[config.mk]
export PLATFORM = sky130hd
export DESIGN_NAME = apu_frame_seq
export DESIGN_NICKNAME = d
export VERILOG_FILES = /design/src/rtl/apu_frame_seq.sv
export SDC_FILE = /design/constraint.sdc
export NUM_CORES = 1
export LEC_CHECK = 0
export ABC_CLOCK_PERIOD_IN_PS = 3500
export BUFFER_PORTS_ARGS = -buffer_cell sky130_fd_sc_hd__clkbuf_2
export CELL_PAD_IN_SITES_DETAIL_PLACEMENT = 2
export CELL_PAD_IN_SITES_GLOBAL_PLACEMENT = 2
export CORE_MARGIN = 3
export CORE_UTILIZATION = 37
export DETAILED_ROUTE_END_ITERATION = 7
export GPL_TIMING_DRIVEN = 0
export PLACE_DENSITY = 0.83
export SYNTH_ARGS = -nofsm -noshare
export SYNTH_HDL_FRONTEND = slang
export SYNTH_SLANG_ARGS = --single-unit
[constraint.sdc]
create_clock -name sysclk -period 3.5 [get_ports sysclk]
set_input_delay 0.175 -clock sysclk [delete_from_list [all_inputs] [get_ports sysclk]]
set_output_delay 0.175 -clock sysclk [all_outputs]
set_load 0.02 [all_outputs]
[src/rtl/apu_frame_seq.sv]
// apu_frame_seq: APU frame sequencer. Counts CPU cycles and emits quarter/half-frame strobes
// in 4-step or 5-step mode, raises the frame IRQ in 4-step mode, and applies the delayed
// counter reset that follows a write to $4017.
module apu_frame_seq #(
    parameter int unsigned P_STEP1 = 7457,
    parameter int unsigned P_STEP2 = 14913,
    parameter int unsigned P_STEP3 = 22371,
    parameter int unsigned P_STEP4 = 29829,
    parameter int unsigned P_STEP5 = 37281
) (
    input  logic       sysclk,
    input  logic       reset,
    input  logic       cpu_clock,
    input  logic       apu_cs,
    input  logic [4:0] ioreg_addr,
    input  logic [7:0] ioreg_datain,
    input  logic       ioreg_wr,
    input  logic       ioreg_rd,
    output logic       frame_e,
    output logic       frame_l,
    output logic       frame_irq,
    output logic       seq_mode
);

    localparam logic [15:0] Step1 = 16'(P_STEP1);
    localparam logic [15:0] Step2 = 16'(P_STEP2);
    localparam logic [15:0] Step3 = 16'(P_STEP3);
    localparam logic [15:0] Step4 = 16'(P_STEP4);
    localparam logic [15:0] Step5 = 16'(P_STEP5);
    localparam logic [15:0] IrqLo = 16'(P_STEP4 - 1);
    localparam logic [15:0] Wrap4 = 16'(P_STEP4 + 1);
    localparam logic [15:0] Wrap5 = 16'(P_STEP5 + 1);

    logic [15:0] cyc_q, cyc_d;
    logic        parity_q, parity_d;
    logic        mode_q, mode_d;
    logic        inhibit_q, inhibit_d;
    logic        irq_q, irq_d;
    logic [2:0]  dly_q, dly_d;
    logic        pending_q, pending_d;
    logic        e_q, e_d;
    logic        l_q, l_d;

    logic wr17, rd15, eff_mode, eff_inhibit, dly_fire, wrap, irq_set;

    // Only bits 7:6 of the $4017 data matter to this block.
    logic unused_data;
    assign unused_data = ^ioreg_datain[5:0];

    // Decode register accesses; a $4017 write steers mode/inhibit on the very tick it lands.
    always_comb begin
        wr17        = cpu_clock & apu_cs & (ioreg_addr == 5'h17) & ioreg_wr;
        rd15        = cpu_clock & apu_cs & (ioreg_addr == 5'h15) & ioreg_rd;
        eff_mode    = wr17 ? ioreg_datain[7] : mode_q;
        eff_inhibit = wr17 ? ioreg_datain[6] : inhibit_q;
        // A fresh write restarts the delay, so it pre-empts an expiring one.
        dly_fire    = cpu_clock & pending_q & (dly_q == 3'd1) & ~wr17;
        wrap        = eff_mode ? (cyc_q == Wrap5) : (cyc_q == Wrap4);
        irq_set     = cpu_clock & ~eff_mode & ~eff_inhibit & (cyc_q >= IrqLo) & (cyc_q <= Wrap4);
    end

    // Next-state for counter, flags, delayed reset and step strobes.
    always_comb begin
        cyc_d     = cyc_q;
        parity_d  = parity_q;
        mode_d    = mode_q;
        inhibit_d = inhibit_q;
        irq_d     = irq_q;
        dly_d     = dly_q;
        pending_d = pending_q;
        e_d       = 1'b0;
        l_d       = 1'b0;
        if (cpu_clock) begin
            parity_d  = ~parity_q;
            mode_d    = eff_mode;
            inhibit_d = eff_inhibit;

            if (dly_fire || wrap) begin
                cyc_d = '0;
            end else begin
                cyc_d = cyc_q + 16'd1;
            end

            if (dly_fire) begin
                // Delayed reset clocks the envelopes/length counters only in 5-step mode.
                e_d = eff_mode;
                l_d = eff_mode;
            end else begin
                if (cyc_q == Step1 || cyc_q == Step3) begin
                    e_d = 1'b1;
                end
                if (cyc_q == Step2) begin
                    e_d = 1'b1;
                    l_d = 1'b1;
                end
                if (cyc_q == Step4 && !eff_mode) begin
                    e_d = 1'b1;
                    l_d = 1'b1;
                end
                if (cyc_q == Step5 && eff_mode) begin
                    e_d = 1'b1;
                    l_d = 1'b1;
                end
            end

            // Set beats a coincident clear.
            if (irq_set) begin
                irq_d = 1'b1;
            end else if (rd15 || (wr17 && ioreg_datain[6])) begin
                irq_d = 1'b0;
            end

            if (wr17) begin
                dly_d     = parity_q ? 3'd3 : 3'd4;
                pending_d = 1'b1;
            end else if (pending_q) begin
                dly_d = dly_q - 3'd1;
                if (dly_q == 3'd1) begin
                    pending_d = 1'b0;
                end
            end
        end
    end

    // State registers with synchronous active-low reset.
    always_ff @(posedge sysclk) begin
        if (!reset) begin
            cyc_q     <= '0;
            parity_q  <= 1'b0;
            mode_q    <= 1'b0;
            inhibit_q <= 1'b0;
            irq_q     <= 1'b0;
            dly_q     <= '0;
            pending_q <= 1'b0;
            e_q       <= 1'b0;
            l_q       <= 1'b0;
        end else begin
            cyc_q     <= cyc_d;
            parity_q  <= parity_d;
            mode_q    <= mode_d;
            inhibit_q <= inhibit_d;
            irq_q     <= irq_d;
            dly_q     <= dly_d;
            pending_q <= pending_d;
            e_q       <= e_d;
            l_q       <= l_d;
        end
    end

    assign frame_e   = e_q;
    assign frame_l   = l_q;
    assign frame_irq = irq_q;
    assign seq_mode  = mode_q;

endmodule
==> results.cfg <==
[floorplan]
rows = 23
dieWidth_um = 72.8
dieHeight_um = 72.8
design.core.area_um2 = 4140
start_util = 0.398
die-area_um2 = 5290
ios = 23

[route]
wl_um = 5300
num_vias = 1559
ant_nets = 0
drc = 0
firstDrtPassIters = 4
avgViaCountPerCell = 5.95
wire_per_inst_um = 20.2
drtIter0Drc = 77

[clock_tree]
cts_tree = yes
clock_path_buffers = 2
hold_buffers = 0
cts_buffers = 3
worstSkewPairLatency_ns = 0.28
clk_pin_slew_ns = 0.10
post_cts_resized = 0
cts_setup_buffers = 0
htree_levels = 1
clock_sinks = 26
cts-root-buf = clkbuf_8

[worst_setup_path]
reg2regPathDepth = 7
crit_path_max_incr_delay_ns = 0.57
crit_top_cell = buf_6
arrival_ns = 2.65
startpoint_type = flip-flop
reg2reg_to = cyc_q[10]$_SDFFE_PN0P_
endpoint_kind = flip-flop
regToRegSetupSlack_ns = 1.04
critical_path_class = flip-flop to flip-flop
path_cells = buf_6 -> nor4bb_1 -> nand3_1 -> or4_4 -> a31oi_4 -> buf_6 -> nor3_2
cp_max_fo = 10
critPathSlowestCell = or4_4
crit_required_ns = 3.68
r2r-start = cyc_q[10]$_SDFFE_PN0P_

[logic_synthesis]
avgSynthCellArea_um2 = 8.59
synthMuxAreaShare = 0
ys_warn_count = 0
syn_nets = 217
ys_top_cells_by_area = dfxtp_1, xnor2_1, nor3_2
ys_ff_latch = 26
synth-seq-area-share = 0.316
synth_top_family_by_area = simple AND/OR/NAND/NOR gates
synth_top_area_share = 0.316
synth_cell_types = 48
synth-xor-area-share = 0.0903
synth_compound_area_frac = 0.130
syn_inst = 192
synth_edf_count = 0
synthAdderAreaFrac = 0.0455
synth-async-reset-ratio = 0
syn_area_um2 = 1650
yosys.area_share.simple = 0.352
yosys_most_used_dff = dfxtp_1
yosysTopAreaCell = dfxtp_1

[layout]
final_common_cell = dfxtp_1
final_cell_mix = dfxtp_1, nand2_1, clkbuf_2
fin_nets = 238
drive_gt1_frac = 0.226
area.growth.synth_to_final_pct = 13.0
n_fill_cell = 476
register_area_um2 = 520
n_antenna_cell = 0
multi_input_area_um2 = 1020

[placement]
place_hpwl_um = 3830
gp_congestion = 0.807
io_buffer_count = 16

[timing]
final.setup.tns_ns = 0
max_freq_ghz = 0.406
fin_crit_sh = 0.704
clock_skew_ns = 0.00351
setup_viol = 0
drv_slew = 0
rsz0062_at_grt = false
relSlewSlack = 0.575
hold_viol = 0
whs_ns = 0.231
period_needed_ns = 2.46
max_slew.worst_pin.slew_ns = 0.632

[global_route]
track_usage = 0.219
grt_pass1_vias = 1655
grt-ovfl-total = 0
grt_max_degree = 16
antenna_found_initial = 0
grt_pass1_wl_um = 8920

[hold_path]
min_from = reset
worstHoldPathCells = 3
hold_path_class = input pin to flip-flop
hold-path-endpoint = dly_q[2]$_SDFFE_PN0P_

[status]
outcome = complete, no violations

[power]
total_leakage_power_nw = 0.675
pwr_density_cell_nw_per_um2 = 329
vdd_drop_max_uv = 210

[flow_run]
maxCapViolations = 0
[state kept, by name (all words and copies together) (netlist names)]
name / cells
frame_l: 1
seq_mode: 1
dly_q: 3
parity_q: 1
inhibit_q: 1
cyc_q: 16
frame_irq: 1
pending_q: 1
frame_e: 1
[kinds of logic after synthesis]
logic type / count (synthesis)
compound gates: 30
xor+xnor: 17
fa+ha+maj: 6
buf+inv: 18
flops: 26
simple gates: 95
[per-layer routing]
layer  vias to the layer above  global-route usage  part of all wire
li1                        728                   -                 -
met1                       805               0.281              0.45
met2                        20               0.394              0.52
met3                         6              0.0317             0.023
met4                         0              0.0348            0.0079
met5                         -                   0                 0
[worst max-delay path: cells and delay by family (launching register included)]
kind                   cells  cell delay [ns]
AO/OA/AOI/OAI              1             0.27
buffers and inverters      2             0.36
flip-flops                 1             0.35
AND/OR/NAND/NOR            4             1.38
[worst max-delay path by stage]
| stage | startpoint | endpoint | slack [ns] |
|---|---|---|---|
| CTS | cyc_q[10]$_SDFFE_PN0P_ | cyc_q[10]$_SDFFE_PN0P_ | 1.03 |
| global route | cyc_q[10]$_SDFFE_PN0P_ | cyc_q[4]$_SDFFE_PN0P_ | 0.95 |
| floorplan | cyc_q[3]$_SDFFE_PN0P_ | cyc_q[12]$_SDFFE_PN0P_ | 1.27 |
| global placement | cyc_q[3]$_SDFFE_PN0P_ | cyc_q[8]$_SDFFE_PN0P_ | 1.13 |
| detailed placement | cyc_q[3]$_SDFFE_PN0P_ | cyc_q[6]$_SDFFE_PN0P_ | 1.09 |
| finish | cyc_q[10]$_SDFFE_PN0P_ | cyc_q[10]$_SDFFE_PN0P_ | 1.04 |
[area by class of cell]
| type | count | area share |
|---|---|---|
| Inverter | 10 | 0.0201 |
| Tap cell | 50 | 0.0336 |
| Sequential cell | 26 | 0.279 |
| Clock buffer | 3 | 0.0222 |
| Timing Repair Buffer | 16 | 0.0430 |
| Multi-Input combinational cell | 148 | 0.547 |
| Clock inverter | 1 | 0.0161 |
| Buffer | 8 | 0.0390 |
[synth_stat cells, drive strengths merged (4+ instances only)]
| library cell | number |
|---|---|
| ha | 6 |
| xor2 | 5 |
| a21oi | 6 |
| nand4 | 8 |
| buf | 4 |
| nor2 | 14 |
| dfxtp | 26 |
| o21ai | 9 |
| xnor2 | 12 |
| nand2 | 21 |
| inv | 10 |
| nand3 | 10 |
| nor3 | 16 |
[through the flow]
stage	std cells	power, mW	area (um2)	setup slack [ns]	util
2_1_floorplan	192	0.335	1650	1.27	-
3_3_place_gp	258	0.351	1790	1.13	0.432
3_5_place_dp	258	0.355	1790	1.09	0.432
4_1_cts	262	0.617	1860	1.03	0.450
5_1_grt	262	0.632	1860	0.945	0.450
6_report	262	0.614	1860	1.04	0.450
[power by group]
group	total, mW	internal, mW	leakage (nW)	switching, mW
clock	0.265	0.154	0.0357	0.112
combinational	0.0417	0.0161	0.429	0.0256
sequential	0.307	0.300	0.210	0.00660
total	0.614	0.470	0.675	0.144
Note: power is estimated with default switching activity, not from simulation.
